===== src/rtl/mbr_pkg.sv =====
// Shared parameters, state encoding and parity helper for the word serializer.
// MBR_PARITY_EN adds one odd-parity slot after each word's data bits.
package mbr_pkg;

  localparam int WORD_W      = 12;
  localparam int FRAME_WORDS = 32;
  localparam int IDX_W       = $clog2(FRAME_WORDS);

  localparam logic [WORD_W-1:0] SYNC_WORD = 12'hE2B;
  localparam logic [WORD_W-1:0] FILL_WORD = 12'h000;
  localparam logic              IDLE_BIT  = 1'b1;

`ifdef MBR_PARITY_EN
  localparam int BCNT_W = $clog2(WORD_W + 1);
`else
  localparam int BCNT_W = $clog2(WORD_W);
`endif

  typedef enum logic [1:0] {
    WAIT_SYNC = 2'd0,
    SHIFT     = 2'd1,
    PAD       = 2'd2
  } mbr_state_e;

  // Bit that makes the total count of ones (word plus parity) odd.
  function automatic logic odd_parity(input logic [WORD_W-1:0] word);
    return ~(^word);
  endfunction

endpackage


===== src/rtl/mbr_edge_det.sv =====
// Rising-edge detector: one-cycle pulse when sig goes 0->1 relative to the
// previous clk sample. Synchronous active-low reset.
module mbr_edge_det (
  input  logic clk,
  input  logic rst,
  input  logic sig,
  output logic rise
);

  logic sig_q_r;

  // Previous-sample register for sig.
  always_ff @(posedge clk) begin
    if (!rst) begin
      sig_q_r <= 1'b0;
    end else begin
      sig_q_r <= sig;
    end
  end

  assign rise = sig & ~sig_q_r;

endmodule


===== src/rtl/mbr_word_serializer.sv =====
// Serial telemetry word serializer: one bit per i320 slot, word loads on skut40,
// sync word at index 0. Optional parity slot under MBR_PARITY_EN.
module mbr_word_serializer
  import mbr_pkg::*;
(
  input  logic              clk,
  input  logic              rst,
  input  logic              i320,
  input  logic              skut40,
  input  logic [WORD_W-1:0] din,
  input  logic              din_valid,
  output logic              din_ready,
  input  logic              underflow_clr,
  output logic              sdata_o,
  output logic              frame_o,
  output logic [IDX_W-1:0]  word_idx_o,
  output logic              underflow_o
);

  mbr_state_e        state_r, state_s;
  logic [WORD_W-1:0] shreg_r, shreg_s;
  logic [BCNT_W-1:0] bitcnt_r, bitcnt_s;
  logic              sdata_r, sdata_s;
  logic              frame_r, frame_s;
  logic [IDX_W-1:0]  idx_r, idx_s;
  logic              uf_r, uf_s;
  logic [IDX_W-1:0]  next_idx_s;
  logic              load_data_s;
  logic              slot_s;
`ifdef MBR_PARITY_EN
  logic              par_r, par_s;
`endif

  mbr_edge_det u_slot_det (
    .clk  (clk),
    .rst  (rst),
    .sig  (i320),
    .rise (slot_s)
  );

  assign next_idx_s  = (idx_r == IDX_W'(FRAME_WORDS - 1)) ? {IDX_W{1'b0}}
                                                          : idx_r + IDX_W'(1);
  // WAIT_SYNC is only left through a wrap to index 0, so the first load never
  // consumes a word and no extra state term is needed here.
  assign load_data_s = skut40 & (next_idx_s != {IDX_W{1'b0}});
  assign din_ready   = load_data_s & din_valid;

  // Next-state and datapath decode; a load on skut40 overrides any slot.
  always_comb begin
    state_s  = state_r;
    shreg_s  = shreg_r;
    bitcnt_s = bitcnt_r;
    sdata_s  = sdata_r;
    frame_s  = frame_r;
    idx_s    = idx_r;
    uf_s     = uf_r;
`ifdef MBR_PARITY_EN
    par_s    = par_r;
`endif

    if (underflow_clr) begin
      uf_s = 1'b0;
    end else begin
      uf_s = uf_r;
    end

    if (skut40) begin
      idx_s    = next_idx_s;
      bitcnt_s = {BCNT_W{1'b0}};
      state_s  = SHIFT;
      if (!load_data_s) begin
        shreg_s = SYNC_WORD;
        frame_s = 1'b1;
      end else if (din_valid) begin
        shreg_s = din;
        frame_s = 1'b0;
      end else begin
        shreg_s = FILL_WORD;
        frame_s = 1'b0;
        uf_s    = 1'b1;
      end
`ifdef MBR_PARITY_EN
      par_s = odd_parity(shreg_s);
`endif
    end else begin
      case (state_r)
        WAIT_SYNC: begin
          sdata_s = IDLE_BIT;
        end
        SHIFT: begin
          if (slot_s) begin
`ifdef MBR_PARITY_EN
            if (bitcnt_r == BCNT_W'(WORD_W)) begin
              sdata_s = par_r;
              state_s = PAD;
            end else begin
              sdata_s  = shreg_r[WORD_W-1];
              shreg_s  = {shreg_r[WORD_W-2:0], 1'b0};
              bitcnt_s = bitcnt_r + BCNT_W'(1);
            end
`else
            sdata_s  = shreg_r[WORD_W-1];
            shreg_s  = {shreg_r[WORD_W-2:0], 1'b0};
            bitcnt_s = bitcnt_r + BCNT_W'(1);
            if (bitcnt_r == BCNT_W'(WORD_W - 1)) begin
              state_s = PAD;
            end else begin
              state_s = SHIFT;
            end
`endif
          end else begin
            sdata_s = sdata_r;
          end
        end
        PAD: begin
          if (slot_s) begin
            sdata_s = IDLE_BIT;
          end else begin
            sdata_s = sdata_r;
          end
        end
        default: begin
          state_s = WAIT_SYNC;
          sdata_s = IDLE_BIT;
        end
      endcase
    end
  end

  // State and datapath registers.
  always_ff @(posedge clk) begin
    if (!rst) begin
      state_r  <= WAIT_SYNC;
      shreg_r  <= {WORD_W{1'b0}};
      bitcnt_r <= {BCNT_W{1'b0}};
      sdata_r  <= IDLE_BIT;
      frame_r  <= 1'b0;
      idx_r    <= IDX_W'(FRAME_WORDS - 1);
      uf_r     <= 1'b0;
`ifdef MBR_PARITY_EN
      par_r    <= 1'b0;
`endif
    end else begin
      state_r  <= state_s;
      shreg_r  <= shreg_s;
      bitcnt_r <= bitcnt_s;
      sdata_r  <= sdata_s;
      frame_r  <= frame_s;
      idx_r    <= idx_s;
      uf_r     <= uf_s;
`ifdef MBR_PARITY_EN
      par_r    <= par_s;
`endif
    end
  end

  assign sdata_o     = sdata_r;
  assign frame_o     = frame_r;
  assign word_idx_o  = idx_r;
  assign underflow_o = uf_r;

endmodule


===== config.mk =====
export PLATFORM = sky130hd
export DESIGN_NAME = mbr_word_serializer
export DESIGN_NICKNAME = d
export VERILOG_FILES = /design/src/rtl/mbr_pkg.sv /design/src/rtl/mbr_edge_det.sv /design/src/rtl/mbr_word_serializer.sv
export SDC_FILE = /design/constraint.sdc
export NUM_CORES = 1
export LEC_CHECK = 0
export ABC_CLOCK_PERIOD_IN_PS = 2500
export CAP_MARGIN = 0
export CORE_MARGIN = 1
export CORE_UTILIZATION = 40
export CTS_CLUSTER_DIAMETER = 120
export DETAILED_ROUTE_END_ITERATION = 6
export PLACE_DENSITY = 0.66
export SLEW_MARGIN = 25
export SYNTH_ARGS = -nofsm -noshare
export SYNTH_HDL_FRONTEND = slang
export SYNTH_HIERARCHICAL = 1
export SYNTH_SLANG_ARGS = --single-unit

===== constraint.sdc =====
create_clock -name clk -period 2.5 [get_ports clk]
set_input_delay 0.625 -clock clk [delete_from_list [all_inputs] [get_ports clk]]
set_output_delay 0.625 -clock clk [all_outputs]
set_load 0.05 [all_outputs]

### Word-level counts from Yosys, hierarchy flattened

Index checks and enable logic that the tools add are counted.

| storage, ports and cells | value |
|---|---|
| flip-flop bits (word level) | 27 |
| input port bits | 18 |
| output and inout port bits | 9 |
| word-level logic and storage cells | 55 |

| operators by class | value |
|---|---|
| $add $sub $neg | 2 |
| eq/ne operators | 8 |
| multiplexer cells | 18 |
| bitwise operators | 7 |
| reductions and logical operators | 11 |

Operators by type and width:

| operator | number |
|---|---|
| $mux 12 | 5 |
| $mux 1 | 8 |
| $reduce_and 2->1 | 4 |
| $add 5x1->5 const B | 1 |
| $eq 5x5->1 const B | 1 |
| $mux 5 | 1 |
| $reduce_bool 5->1 | 1 |
| $add 4x1->4 const B | 1 |
| $eq 4x4->1 const B | 1 |
| $mux 2 | 2 |
| $ne 2x2->1 const B | 2 |
| $not 1->1 | 4 |
| $pmux 2 s2 | 1 |
| $reduce_bool 2->1 | 2 |
| $reduce_or 2->1 | 2 |
| $and 1x1->1 | 3 |
| $ne 3x3->1 const B | 1 |
| $reduce_and 3->1 | 1 |
| $eq 2x1->1 const B | 1 |
| $eq 2x2->1 const B | 1 |
| $logic_not 2->1 | 1 |
| $ne 2x1->1 const B | 1 |
| $pmux 1 s2 | 1 |

### Depth between registers and ports, before layout

Gate-level depths: netlist of the first run.

| depth | value |
|---|---|
| depth after elaboration | 6 |
| depth in mapped cells | 7 |

### Modules after synthesis

Netlist of the first run, hierarchy kept.

By module, submodules not included:

| module | times used | cells each | area an instance (µm²) | seq. area each (µm²) |
|---|---|---|---|---|
| mbr_word_serializer | 1 | 169 | 1418.9 | 520.5 |
| mbr_edge_det | 1 | 3 | 40.0 | 20.0 |

### Worst setup path after synthesis of the first run

Ideal clock, no wire load.

| path | value |
|---|---|
| path type | reg2out |
| start | reg idx_r[0], in the netlist word_idx_o[0] |
| end | out din_ready |
| arrival time | 2.351 ns |
| data required time | 1.875 ns |
| path slack | -0.476 ns |
| cell stages (with the launch flop) | 8 |
| path buffers | 1 |
| cell sequence | dfxtp_1 > ha_1 > and3_1 > ha_1 > clkbuf_1 > inv_1 > o31ai_1 > a21oi_1 |

| between the ends | value |
|---|---|
| cells in the longest elaborated chain, start to end | 5 |
| elaborated cells on any way between the ends | 6 |
| classes of those cells | 1 x add/sub; 1 x eq/ne; 1 x mux; 2 x bitwise; 1 x reduce/logical |

RTL lines:

| what | RTL line | source |
|---|---|---|
| from (decl) | mbr_word_serializer.sv:25 | `logic [IDX_W-1:0] idx_r, idx_s;` |
| from (signal assigned) | mbr_word_serializer.sv:138 | `idx_r <= IDX_W'(FRAME_WORDS - 1);` |
| from (signal assigned) | mbr_word_serializer.sv:149 | `idx_r <= idx_s;` |
| $add 5x1->5 or $eq 5x5->1 (tied branches) | mbr_word_serializer.sv:42, mbr_word_serializer.sv:41 |  |
| $mux 5 * | mbr_word_serializer.sv:41 | `assign next_idx_s = (idx_r == IDX_W'(FRAME_WORDS - 1)) ? {IDX_W{1'b0}}` |
| $reduce_bool 5->1 * | mbr_word_serializer.sv:45 | `assign load_data_s = skut40 & (next_idx_s != {IDX_W{1'b0}});` |
| $and 1x1->1 * | mbr_word_serializer.sv:45 |  |
| $and 1x1->1 * | mbr_word_serializer.sv:46 | `assign din_ready = load_data_s & din_valid;` |
| to (decl) | mbr_word_serializer.sv:12 | `output logic din_ready,` |

Every way passes the cells marked *; elsewhere a longest branch is shown, timed or not.

### Worst setup path after layout of the first run

Same ends and word-level chain as after synthesis.

==> results.toml, run 1 <==
[outcome]
status = "finished clean"

[cts]
clockBufferDepth = 2
cts_sinks = 27
clk_latency_ns = 0.32
cts_root_buf = "clkbuf_4"
holdBufCountCts = 0
cts_inserted_buffers = 3
htreeDepth = 1
clk_pin_slew_worst_paths_ns = 0.15
cts_tree = "yes"

[min_path]
hp-class = "register to register"

[sta]
clock.fmax_mhz = 417.5
rsz0062_at_grt = "no"
post-route-period-util_pct = 95.81
fin_ws_ns = 0.1048
skew_ns = 0.008831
period_needed_ns = 2.395
final_hold_viol_count = 0
maxSlewViolCount = 0
setup_tns_ns = 0
worst_slew_pin_slew_ns = 0.4949
maxSlewHeadroom_pct = 66.90
setup_viol = 0
whs_ns = 0.4914

[finish]
drive_above_1_share_pct = 11.06
n_fill_cell = 339
diodes = 0
fin_nets = 221
area_growth_syn_to_layout_pct = 29.50

[placed_design]
dp_hpwl_um = 2663
post-place-ws_ns = 0.07464
port_buffers = 26
gp_congestion = 0.8433

[power]
power_density_nw_per_um2 = 570.3
p_clk_share_pct = 17.6
power_frac_seq_pct = 46.4
cellInternalPower_mw = 0.7038
p_switching_mw = 0.3736
comb_power_share_pct = 35.9
peakVddDrop_mv = 0.3663
leakagePower_nw = 0.7265
switching_share_pct = 34.68
power.total_mw = 1.077

[routing]
finalWirelength_um = 3591
post_drt_wl_per_cell_um = 14.66
drc = 0
first_pass_iters = 4
vias = 1407
via_per_inst = 5.743
drtIter0Drc = 46
ant_nets = 0

[critical_path]
cp-start-kind = "register"
cp.required_ns = 1.88
path_class = "register to output port"
worstPathArrival_ns = 1.77
critPathMaxFanout = 8
cp-end-kind = "output port"

[synth]
yosysTopAreaCell = "dfxtp_1"
synth_seq_cells = 27
avgSynthCellArea_um2 = 8.482
synth_common_cells = "dfxtp_1 (27), nand2_1 (13)"
synth_edf_count = 0
synth.area.top_cells = "dfxtp_1 (37%), nor2b_1 (4.3%), o311ai_0 (4.2%)"
synth.distinct_cells = 42
syn_area_um2 = 1459
yosysSeqAreaShare_pct = 37.05
synth_top_area_share_pct = 37.05
syn-num-nets = 193
yosysWarnings = 6
synthArstFlopShare_pct = 0
syn-instance-count = 172
synth_most_common_cell = "dfxtp_1"
synthFlopType = "dfxtp_1"

[die]
initial_core_util_pct = 42.71
core_area_um2 = 3416
die_x_um = 62.39
num_rows = 21
ios = 27
fp.dieArea_um2 = 3893
die_y_um = 62.39

[global_routing]
grt_pass1_wl_um = 6196
globalRoute.totalOverflow = 0
grt.total_usage_pct = 19.42
antenna_found_initial = 0
grt_pass1_vias = 1374
grt_max_degree = 28

[run]
drv_cap = 0
-- worst paths after layout --
path	startpoint	cells after the start	to	slack (ns)
worst min-delay path	bitcnt_r[1]	2	bitcnt_r[1]	0.49
worst max-delay path	word_idx_o[0]	7	din_ready	0.10
worst min register to register	bitcnt_r[1]	2	bitcnt_r[1]	0.49
worst max register to register	word_idx_o[1]	6	shreg_r[3]	0.34
-- power groups by stage --
stage / registers [mW] / logic [mW] / clock network, mW
global route: 0.505 / 0.420 / 0.222
floorplan: 0.549 / 0.185 / 0
finish: 0.500 / 0.387 / 0.190
global placement: 0.505 / 0.348 / 0
detailed placement: 0.507 / 0.354 / 0
CTS: 0.497 / 0.374 / 0.197
-- stage by stage --
step / utilization (%) / std cells / instance area (um^2)
floorplan: - / 172 / 1473
global placement: 53.15 / 240 / 1815
detailed placement: 53.15 / 240 / 1815
CTS: 54.58 / 245 / 1864
global route: 55.31 / 245 / 1889
finish: 55.31 / 245 / 1889
-- worst max-delay path, cell delays in order, from the launching register on --
cell and delay, ns:
dfxtp_4 0.40, ha_4 0.18, and3_1 0.21, ha_4 0.16, inv_1 0.08, o31ai_2 0.11, a21oi_4 0.16, buf_12 0.15
-- cell usage in the layout, fill, tap and decap left out, types with 2 or more instances in the layout --
cell              n
dfxtp_1          25
clkdlybuf4s50_1  25
nand2_1          13
o21ai_0          10
nand3_1          10
a21oi_1           9
nor2b_1           9
inv_1             7
nor2_1            7
o311ai_0          7
buf_4             7
a31oi_1           6
mux2i_1           5
nor3_1            4
o211a_1           3
nor3b_1           3
and4b_1           3
a211oi_1          3
a311oi_1          3
clkbuf_4          3
and3_1            2
nor2b_4           2
and3b_1           2
nand3b_1          2
and2_1            2
or3_1             2
o21a_1            2
ha_4              2
buf_12            2
-- cell families (layout without fill, tap and decap cells) --
kind of cell | count (synthesis) | count (layout) | synth area share (%)
adders and majority gates | 3 | 3 | 2.573
AOI/OAI and AO/OA | 52 | 52 | 24.70
and+or+nand+nor | 66 | 66 | 26.42
buffers and inverters | 18 | 45 | 5.231
xor gates and xnor gates | 1 | 1 | 0.6005
DFF | 27 | 27 | 37.05
muxes | 5 | 5 | 3.431
-- cell type report --
class,count,area [um^2],share of cell area [%]
sequential,27,545.5,28.87
clock buffer,4,26.28,1.391
timing repair buffer,34,342.8,18.15
inverter,7,26.28,1.391
tap,46,57.56,3.046
multi-input combinational,127,890.9,47.15
-- per-layer routing --
layer	track usage [%]	vias to the layer above	share of wire, %
met4	6.395	0	0.70
met2	32.55	26	50
met3	3.285	2	3.5
met5	0	-	0
met1	25.25	675	46
li1	-	704	-
-- repair_timing --
action,CTS,global route
setup buffers,1,0
endpoints found under the setup margin,1,1
gates resized for setup,4,4
pin swaps,0,1
-- sequential cells by signal, indices dropped and copies added (netlist names) --
signal              flops
frame_o                 1
sdata_o                 1
word_idx_o              5
state_r                 2
shreg_r                12
underflow_o             1
bitcnt_r                4
u_slot_det/sig_q_r      1
No activity file was read; power rests on OpenSTA's default activity.
==> run 2, diff against run 1 <==
CORE_MARGIN = 2   (was 1)
SYNTH_HIERARCHICAL = unset   (was 1)
==> run 2 against run 1 <==
  * The run now ends with negative setup slack left
  * Sequential share of layout area grew 1.1 points
  * Worst setup slack lost 0.34 ns
  * First-iteration DRC count grew 6.5%
  * Synthesized area shrank 6.5%
  * Via count shrank 14%
  * Register-to-register slack gained 0.29 ns
  * Global-route usage shrank 2.5 points
  * Critical endpoint unchanged
==> results.toml, run 2 <==
[outcome]
status = "finished, violations left"
violations = "negative setup slack"

[global_routing]
globalRoute.totalOverflow = 0
grt.total_usage_pct = 16.93
grt_pass1_wl_um = 5354
antenna_found_initial = 0
grt_max_degree = 21
grt_pass1_vias = 1229

[power]
switching_share_pct = 33.36
power_frac_seq_pct = 46.0
comb_power_share_pct = 36.2
p_switching_mw = 0.3548
peakVddDrop_mv = 0.3718
power.total_mw = 1.064
power_density_nw_per_um2 = 579.4
p_clk_share_pct = 17.8
leakagePower_nw = 0.7321
cellInternalPower_mw = 0.7087

[synth]
yosysWarnings = 0
synthArstFlopShare_pct = 0
synth_top_area_share_pct = 39.63
yosys.area_share.simple_pct = 19.27
synth_compound_area_share_pct = 24.40
synth.area.top_cells = "dfxtp_1 (40%), o21ai_0 (5.1%), mux2_1 (5.0%)"
synth_common_cells = "dfxtp_1 (27), nand2_1 (17), o21ai_0 (14)"
syn-instance-count = 154
synth.mux.area_fraction_pct = 7.156
yosysSeqAreaShare_pct = 39.63
synth_edf_count = 0
synth-xor-area-share_pct = 1.927
synth_adder_area_share_pct = 2.752
synth_most_common_cell = "dfxtp_1"
synthFlopType = "dfxtp_1"
synth.distinct_cells = 43
synth_top_family_by_area = "compound AO/OA/AOI/OAI gates"
syn_area_um2 = 1364
syn-num-nets = 175
avgSynthCellArea_um2 = 8.856
yosysTopAreaCell = "dfxtp_1"
synth_seq_cells = 27

[die]
core_area_um2 = 3311
fp.dieArea_um2 = 3893
num_rows = 21
die_x_um = 62.39
initial_core_util_pct = 41.19
ios = 27
die_y_um = 62.39

[min_path]
hp-class = "register to register"

[cts]
clockBufferDepth = 2
clk_latency_ns = 0.32
cts_inserted_buffers = 3
cts_tree = "yes"
clk_pin_slew_worst_paths_ns = 0.15
cts_root_buf = "clkbuf_4"
cts_sinks = 27
htreeDepth = 1

[finish]
drive_above_1_share_pct = 19.37
multi_input_area_um2 = 792.0
largest_reg_flops = 12
stdcell_count = 237
area_growth_syn_to_layout_pct = 34.59
fin_nets = 213
regArea_um2 = 550.5
diodes = 0
largest-register = "shreg_r"
final_cell_mix = "clkdlybuf4s50_1 (25), dfxtp_1 (23), nand2_1 (17)"
final_common_cell = "clkdlybuf4s50_1"
n_fill_cell = 328

[placed_design]
port_buffers = 26
dp_hpwl_um = 2298
gp_congestion = 0.7675
placedCellCount = 229

[routing]
via_per_inst = 5.131
drc = 0
vias = 1216
ant_nets = 0
finalWirelength_um = 3123
first_pass_iters = 4
post_drt_wl_per_cell_um = 13.18
drtIter0Drc = 49

[sta]
skew_ns = 0.007206
maxSlewViolCount = 0
rsz0062_at_grt = "yes"
maxSlewHeadroom_pct = 65.39
final_hold_viol_count = 0
fin_ws_ns = -0.2321
period_needed_ns = 2.732
setup_tns_ns = -0.2321
worst_slew_pin_slew_ns = 0.5138
whs_ns = 0.4730
clock.fmax_mhz = 366.0
post-route-period-util_pct = 109.3
setup_viol = 1

[critical_path]
cp.required_ns = 1.88
critPathMaxFanout = 2
cp-end-kind = "output port"
worstPathArrival_ns = 2.11
cp-start-kind = "register"
path_class = "register to output port"

[run]
drv_cap = 0
==> run 2: per-stage QoR <==
| step | worst slack [ns] | area (um^2) | utilization [%] |
|---|---|---|---|
| finish | -0.2321 | 1836 | 55.44 |
| global route | -0.2812 | 1836 | 55.44 |
| CTS | -0.2608 | 1836 | 55.44 |
| detailed placement | -0.07989 | 1774 | 53.59 |
| global placement | -0.08065 | 1774 | 53.59 |
| floorplan | 0.009815 | 1404 | - |
==> run 2: worst paths after layout <==
path	depth (start not counted)	to	start	slack, ns
setup / recovery	7	din_ready	word_idx_o[1]	-0.23
hold / removal	2	frame_o	frame_o	0.47
setup reg to reg	8	shreg_r[2]	word_idx_o[1]	0.63
hold reg to reg	2	frame_o	frame_o	0.47
==> run 2: cells by family (layout without fill, tap and decap cells) <==
logic type	count (synthesis)	count (layout)
compound gates	53	53
simple gates	45	45
flops	27	27
buf+inv	14	51
mux	9	9
fa+ha+maj	3	3
xor+xnor	3	3
==> run 2: critical path, cell delays in order, from the launching register on <==
cell     delay [ns]
dfxtp_4        0.38
ha_4           0.13
and3_4         0.19
ha_4           0.13
nor2_2         0.04
o311a_4        0.37
or3_4          0.39
buf_12         0.16
==> run 2: power by group through the flow <==
stage               clock, mW  combinational, mW  sequential (mW)
CTS                     0.195              0.383            0.490
finish                  0.189              0.385            0.489
floorplan                   0              0.186            0.553
detailed placement          0              0.360            0.499
global route            0.209              0.413            0.495
global placement            0              0.356            0.498
==> run 2: metal layers <==
metal / track usage (%) / up-vias / wire, um
met2: 30.98 / 17 / 1568
met1: 20.66 / 564 / 1459
met3: 2.342 / 2 / 75
met5: 0 / - / 0
met4: 5.000 / 0 / 19
li1: - / 633 / -
==> run 2: area by class of cell <==
class	instances	area share (%)
clock buffers	4	1.431
repair buffers	42	21.27
flip-flops and latches	27	29.99
multi-input cells	113	43.15
well taps	46	3.136
inverters	5	1.022
==> run 2: what timing repair did <==
action,in CTS,in global routing
pin swaps,5,1
setup endpoints to repair,1,1
hold buffers,0,0
gates resized for setup,1,0
setup buffers,4,0
